<file path="src/rtl/shreg_pkg.sv">
// rtl/shreg_pkg.sv - mode encodings and counter sizing for the universal shift register
package shreg_pkg;

    localparam logic [2:0] MODE_HOLD = 3'b000;
    localparam logic [2:0] MODE_LOAD = 3'b001;
    localparam logic [2:0] MODE_SHL  = 3'b010;
    localparam logic [2:0] MODE_SHR  = 3'b011;
    localparam logic [2:0] MODE_ROL  = 3'b100;
    localparam logic [2:0] MODE_ROR  = 3'b101;
    localparam logic [2:0] MODE_CLR  = 3'b110;
    localparam logic [2:0] MODE_INV  = 3'b111;

    // Counter must be able to represent WIDTH itself.
    function automatic int cnt_width(input int width);
        return $clog2(width + 1);
    endfunction

endpackage

</file>
<file path="src/rtl/shreg_if.sv">
// rtl/shreg_if.sv - control, data and serial signals of the universal shift register
interface shreg_if #(
    parameter int WIDTH = 8
);

    logic             en;
    logic [2:0]       mode;
    logic [WIDTH-1:0] d;
    logic             sin_l;
    logic             sin_r;
    logic [WIDTH-1:0] q;
    logic [WIDTH-1:0] nq;
    logic             sout_l;
    logic             sout_r;
    logic             word_rdy;

    modport master (
        output en, mode, d, sin_l, sin_r,
        input  q, nq, sout_l, sout_r, word_rdy
    );

    modport slave (
        input  en, mode, d, sin_l, sin_r,
        output q, nq, sout_l, sout_r, word_rdy
    );

endinterface

</file>
<file path="src/rtl/shreg_cnt.sv">
// rtl/shreg_cnt.sv - shift-event counter with a one-period word-complete pulse
module shreg_cnt
    import shreg_pkg::*;
#(
    parameter int N = 8
) (
    input  logic                    clk,
    input  logic                    rst,
    input  logic                    inc,
    input  logic                    clr,
    output logic [cnt_width(N)-1:0] cnt,
    output logic                    word_rdy
);

    localparam int            CW   = cnt_width(N);
    localparam logic [CW-1:0] LAST = CW'(N - 1);

    logic [CW-1:0] cnt_q, cnt_d;
    logic          rdy_q, rdy_d;

    // Counts shift events, not bit position; clr wins over inc.
    always_comb begin
        cnt_d = cnt_q;
        rdy_d = 1'b0;
        if (clr) begin
            cnt_d = '0;
        end else if (inc) begin
            if (cnt_q == LAST) begin
                cnt_d = '0;
                rdy_d = 1'b1;
            end else begin
                cnt_d = cnt_q + CW'(1);
            end
        end
    end

    always_ff @(negedge clk or posedge rst) begin
        if (rst) begin
            cnt_q <= '0;
            rdy_q <= 1'b0;
        end else begin
            cnt_q <= cnt_d;
            rdy_q <= rdy_d;
        end
    end

    assign cnt      = cnt_q;
    assign word_rdy = rdy_q;

endmodule

</file>
<file path="src/rtl/shreg_r.sv">
// rtl/shreg_r.sv - universal shift register, falling-edge, async active-high reset
module shreg_r
    import shreg_pkg::*;
#(
    parameter int               WIDTH   = 8,
    parameter logic [WIDTH-1:0] RST_VAL = '0
) (
    input  logic     clk,
    input  logic     rst,
    shreg_if.slave   bus
);

    localparam int CW = cnt_width(WIDTH);

    logic [WIDTH-1:0] q_q, q_d;
    logic [CW-1:0]    cnt_w;
    logic             word_rdy_w;
    logic             is_shift;
    logic             is_restart;

    always_comb begin
        q_d = q_q;
        if (bus.en) begin
            case (bus.mode)
                MODE_HOLD: q_d = q_q;
                MODE_LOAD: q_d = bus.d;
                MODE_SHL:  q_d = {q_q[WIDTH-2:0], bus.sin_r};
                MODE_SHR:  q_d = {bus.sin_l, q_q[WIDTH-1:1]};
                MODE_ROL:  q_d = {q_q[WIDTH-2:0], q_q[WIDTH-1]};
                MODE_ROR:  q_d = {q_q[0], q_q[WIDTH-1:1]};
                MODE_CLR:  q_d = RST_VAL;
                MODE_INV:  q_d = ~q_q;
                default:   q_d = q_q;
            endcase
        end
    end

    always_ff @(negedge clk or posedge rst) begin
        if (rst) begin
            q_q <= RST_VAL;
        end else begin
            q_q <= q_d;
        end
    end

    assign is_shift   = bus.en && (bus.mode == MODE_SHL || bus.mode == MODE_SHR ||
                                   bus.mode == MODE_ROL || bus.mode == MODE_ROR);
    assign is_restart = bus.en && (bus.mode == MODE_LOAD || bus.mode == MODE_CLR);

    shreg_cnt #(
        .N (WIDTH)
    ) u_cnt (
        .clk      (clk),
        .rst      (rst),
        .inc      (is_shift),
        .clr      (is_restart),
        .cnt      (cnt_w),
        .word_rdy (word_rdy_w)
    );

    assign bus.q        = q_q;
    assign bus.nq       = ~q_q;
    assign bus.sout_l   = q_q[WIDTH-1];
    assign bus.sout_r   = q_q[0];
    assign bus.word_rdy = word_rdy_w;

endmodule
</file>
<file path="src/flat_wrapper.sv">
// flat-port wrapper written by rule: the top's interface ports become plain ports
module shreg_r_flat import shreg_pkg::*;
#(
    parameter int               WIDTH   = 8,
    parameter logic [WIDTH-1:0] RST_VAL = '0
)
  (clk, rst, bus_en, bus_mode, bus_d, bus_sin_l, bus_sin_r, bus_q, bus_nq, bus_sout_l, bus_sout_r, bus_word_rdy);
  shreg_if #(.WIDTH(WIDTH)) bus_i ();
  input  logic clk;
  input  logic rst;
  input wire logic [$bits(bus_i.en)-1:0] bus_en;
  input wire logic [$bits(bus_i.mode)-1:0] bus_mode;
  input wire logic [$bits(bus_i.d)-1:0] bus_d;
  input wire logic [$bits(bus_i.sin_l)-1:0] bus_sin_l;
  input wire logic [$bits(bus_i.sin_r)-1:0] bus_sin_r;
  output wire logic [$bits(bus_i.q)-1:0] bus_q;
  output wire logic [$bits(bus_i.nq)-1:0] bus_nq;
  output wire logic [$bits(bus_i.sout_l)-1:0] bus_sout_l;
  output wire logic [$bits(bus_i.sout_r)-1:0] bus_sout_r;
  output wire logic [$bits(bus_i.word_rdy)-1:0] bus_word_rdy;
  assign bus_i.en = bus_en;
  assign bus_i.mode = bus_mode;
  assign bus_i.d = bus_d;
  assign bus_i.sin_l = bus_sin_l;
  assign bus_i.sin_r = bus_sin_r;
  assign bus_q = bus_i.q;
  assign bus_nq = bus_i.nq;
  assign bus_sout_l = bus_i.sout_l;
  assign bus_sout_r = bus_i.sout_r;
  assign bus_word_rdy = bus_i.word_rdy;
  shreg_r #(.WIDTH(WIDTH), .RST_VAL(RST_VAL)) u_core (.clk(clk), .rst(rst), .bus(bus_i));
endmodule
</file>
<file path="config.mk">
export PLATFORM = sky130hd
export DESIGN_NAME = shreg_r_flat
export DESIGN_NICKNAME = d
export VERILOG_FILES = /design/src/rtl/shreg_pkg.sv /design/src/rtl/shreg_if.sv /design/src/rtl/shreg_cnt.sv /design/src/rtl/shreg_r.sv /design/src/flat_wrapper.sv
export SDC_FILE = /design/constraint.sdc
export NUM_CORES = 1
export LEC_CHECK = 0
export BUFFER_PORTS_ARGS = -buffer_cell sky130_fd_sc_hd__buf_2
export CAP_MARGIN = 20
export CORE_MARGIN = 2
export CORE_UTILIZATION = 43
export DETAILED_ROUTE_END_ITERATION = 10
export PLACE_DENSITY = 0.79
export SLEW_MARGIN = 10
export SYNTH_ARGS = -nofsm -noshare
export SYNTH_HDL_FRONTEND = slang
export SYNTH_SLANG_ARGS = --single-unit
</file>
<file path="constraint.sdc">
create_clock -name clk -period 1.1 [get_ports clk]
set_input_delay 0.11 -clock clk [delete_from_list [all_inputs] [get_ports clk]]
set_output_delay 0.11 -clock clk [all_outputs]
set_load 0.01 [all_outputs]
</file>
==> qor.yml <==
run_status:
  outcome: "complete, but fails checks"
  violations: "setup timing"
yosys:
  synth_top_cell_area_share_pct: 35.0
  yosysMostFrequentCell: "dfrtn_1"
  synth_cells: 105
  yosysSeqAreaShare_pct: 35.0
  async_reset_ff_share_pct: 100
  synth_area_um2: 928
  yosysTopAreaCell: "dfrtn_1"
  synth_area_per_cell_um2: 8.84
  synth-seq-cells: 13
  synth_top_family_by_area: "compound AO/OA/AOI/OAI gates"
  synth.area.mux_share_pct: 10.9
  syn_nets: 122
  netlist_top_cells_count: "13 x dfrtn_1, 12 x nand2_1, 9 x inv_1, 9 x mux2i_1, 8 x o21ai_0"
  synth_adder_area_share_pct: 1.35
  synthXorXnorAreaFrac_pct: 2.70
  synth_enable_flop_cells: 0
  ys_types: 29
  synth_area_leaders: "dfrtn_1 35%, mux2i_1 9.7%, buf_6 6.1%"
  yosysWarnings: 0
  synth_compound_area_share_pct: 20.4
  synth-simple-area-share_pct: 15.9
  synth_ff_type: "dfrtn_1"
clock_network:
  numCtsBuffers: 3
  clock-root-buffer: "clkbuf_4"
  cts_tree: "built"
  htreeDepth: 1
  insertion_delay_ps: 280
  path_clk_slew_ps: 60
  clk_path_buf_depth: 2
  hold_buffers: 0
  clock-sinks: 13
drt:
  via_count: 1059
  routed_wl_um: 3170
  wire_per_inst_um: 16.2
  first_iter_violations: 19
  drt_pass1_iterations: 4
  vias_per_cell: 5.40
  ant_nets: 0
  drc: 0
layout:
  area_delta_synth_final_pct: 79.5
  nets: 187
  n_antenna_cell: 0
  finalNonFillerCells: 196
  fin_area_mm2: 0.00167
  drive_gt1_share_pct: 68.6
worst_hold_path:
  hp-class: "input port to async pin"
timing:
  setup_slack_ps: -490
  drv_slew: 0
  rsz0062_at_grt: "true"
  max_slew_margin_pct: 84.7
  fin_skew_ps: 3.38
  setup_viol: 32
  tightestPinTransition_ps: 227
  hold_viol: 0
setup_path:
  slowest_stage: "dfrtn_1"
  cp.required_ps: 990
  arrival_ps: 1480
  startpoint_type: "register"
  critical-path-top-delay-family: "flip-flops"
  critPathBufInv: 2
  critPathMaxFanout: 4
  crit_chain: "inv_2, buf_6"
  critPathKind: "register to output port"
  max_stage_delay_ps: 480
  cp-end-kind: "output port"
grt:
  grt_pass1_wl_um: 4370
  grt_max_degree: 16
  grtUsageTotal_pct: 23.1
  antenna_found_initial: 0
  grt_pass1_vias: 967
  grt_overflow: 0
die:
  die_h_um: 50.5
  io_pins: 35
  initial_core_util_pct: 46.4
  core_area_mm2: 0.00200
  die_w_um: 50.5
  num_rows: 16
  fp.dieArea_mm2: 0.00255
place:
  place_congestion: 0.801
  dp.cells: 183
  place_area_mm2: 0.00127
  port_buffers: 34
  hpwl_um: 1780
power:
  power-per-cell-area_mw_per_mm2: 1300
  ir_drop_mv: 1.16
  p_total_uw: 2160
  p_leak_uw: 0.000800
run:
  cap_violations: 0
[where the power goes]
part | switching, uW | internal (uW) | total, uW
clock | 160 | 141 | 301
combinational | 548 | 631 | 1180
sequential | 94.5 | 588 | 682
total | 802 | 1360 | 2160
[per-stage QoR]
step | setup TNS [ps] | setup WS [ps] | util, % | hold slack, ps
floorplan | -7860 | -559 | - | 427
global placement | -9620 | -571 | 63.4 | 478
detailed placement | -10210 | -644 | 63.4 | 510
CTS | -10940 | -495 | 74.8 | 243
global route | -12710 | -544 | 83.3 | 277
finish | -11720 | -490 | 83.3 | 246
[path summary, 6_finish.rpt]
kind	start	end	slack, ps	cells after the start
max reg2reg	u_core.bus.q[7]$_DFFE_NP0P_	u_core.bus.q[7]$_DFFE_NP0P_	-320	5
max in group asynchronous	rst	u_core.bus.q[1]$_DFFE_NP0P_	650	3
min reg2reg	u_core.u_cnt.cnt[3]$_DFFE_NP0P_	u_core.u_cnt.word_rdy$_DFF_NP0_	490	1
min in group clk	u_core.u_cnt.cnt[3]$_DFFE_NP0P_	u_core.u_cnt.word_rdy$_DFF_NP0_	490	1
max	u_core.bus.q[0]$_DFFE_NP0P_	bus_nq[0]	-490	2
min	rst	u_core.u_cnt.cnt[1]$_DFFE_NP0P_	250	3
[state kept, by name (all words and copies together), names as in the netlist]
name,count
u_core.u_cnt.word_rdy,1
u_core.bus.q,8
u_core.u_cnt.cnt,4
[timing repair]
item                                    in CTS  in global routing
setup buffers                                4                  5
pin swaps                                    6                 17
gates cloned                                 0                  1
hold endpoints to repair                     0                  0
resized for setup                           44                 23
endpoints found under the setup margin      32                 32
[worst min-delay path: stages]
cell and delay, ps:
buf_2 90, inv_1 40, buf_4 210
[routing by layer]
| layer | global-route usage, % | vias up | share of wire, % |
|---|---|---|---|
| met5 | 0 | - | 0 |
| met4 | 10.4 | 0 | 3.7 |
| met3 | 2.98 | 14 | 4.0 |
| met2 | 43.9 | 43 | 56 |
| met1 | 25.2 | 510 | 36 |
| li1 | - | 492 | - |
[layout by cell type (no fill, tap or decap), types with 2 or more instances in the layout]
cell      instances
o221ai_1          4
nand2_1          12
o21ai_2          10
dfrtn_1          13
o21ai_4           3
mux2i_1           7
buf_6            16
buf_2            23
nand3_2           2
inv_2             8
buf_12            2
buf_4            26
clkbuf_4          3
buf_8             2
nor2_1            5
a21oi_1           2
o221ai_2          2
[cells by family after synthesis]
kind of cell | count (synthesis)
and+or+nand+nor | 32
AOI/OAI and AO/OA | 28
buffers and inverters | 19
DFF | 13
muxes | 10
xor gates and xnor gates | 2
adders and majority gates | 1
[area by class of cell]
cell class,instances,area [um2]
fill,125,335
tap,27,33.8
clock buffer,4,26.3
inverter,9,33.8
multi-input combinational,73,662
sequential,13,325
timing repair buffer,70,586
No activity file was read; power rests on OpenSTA's default activity.
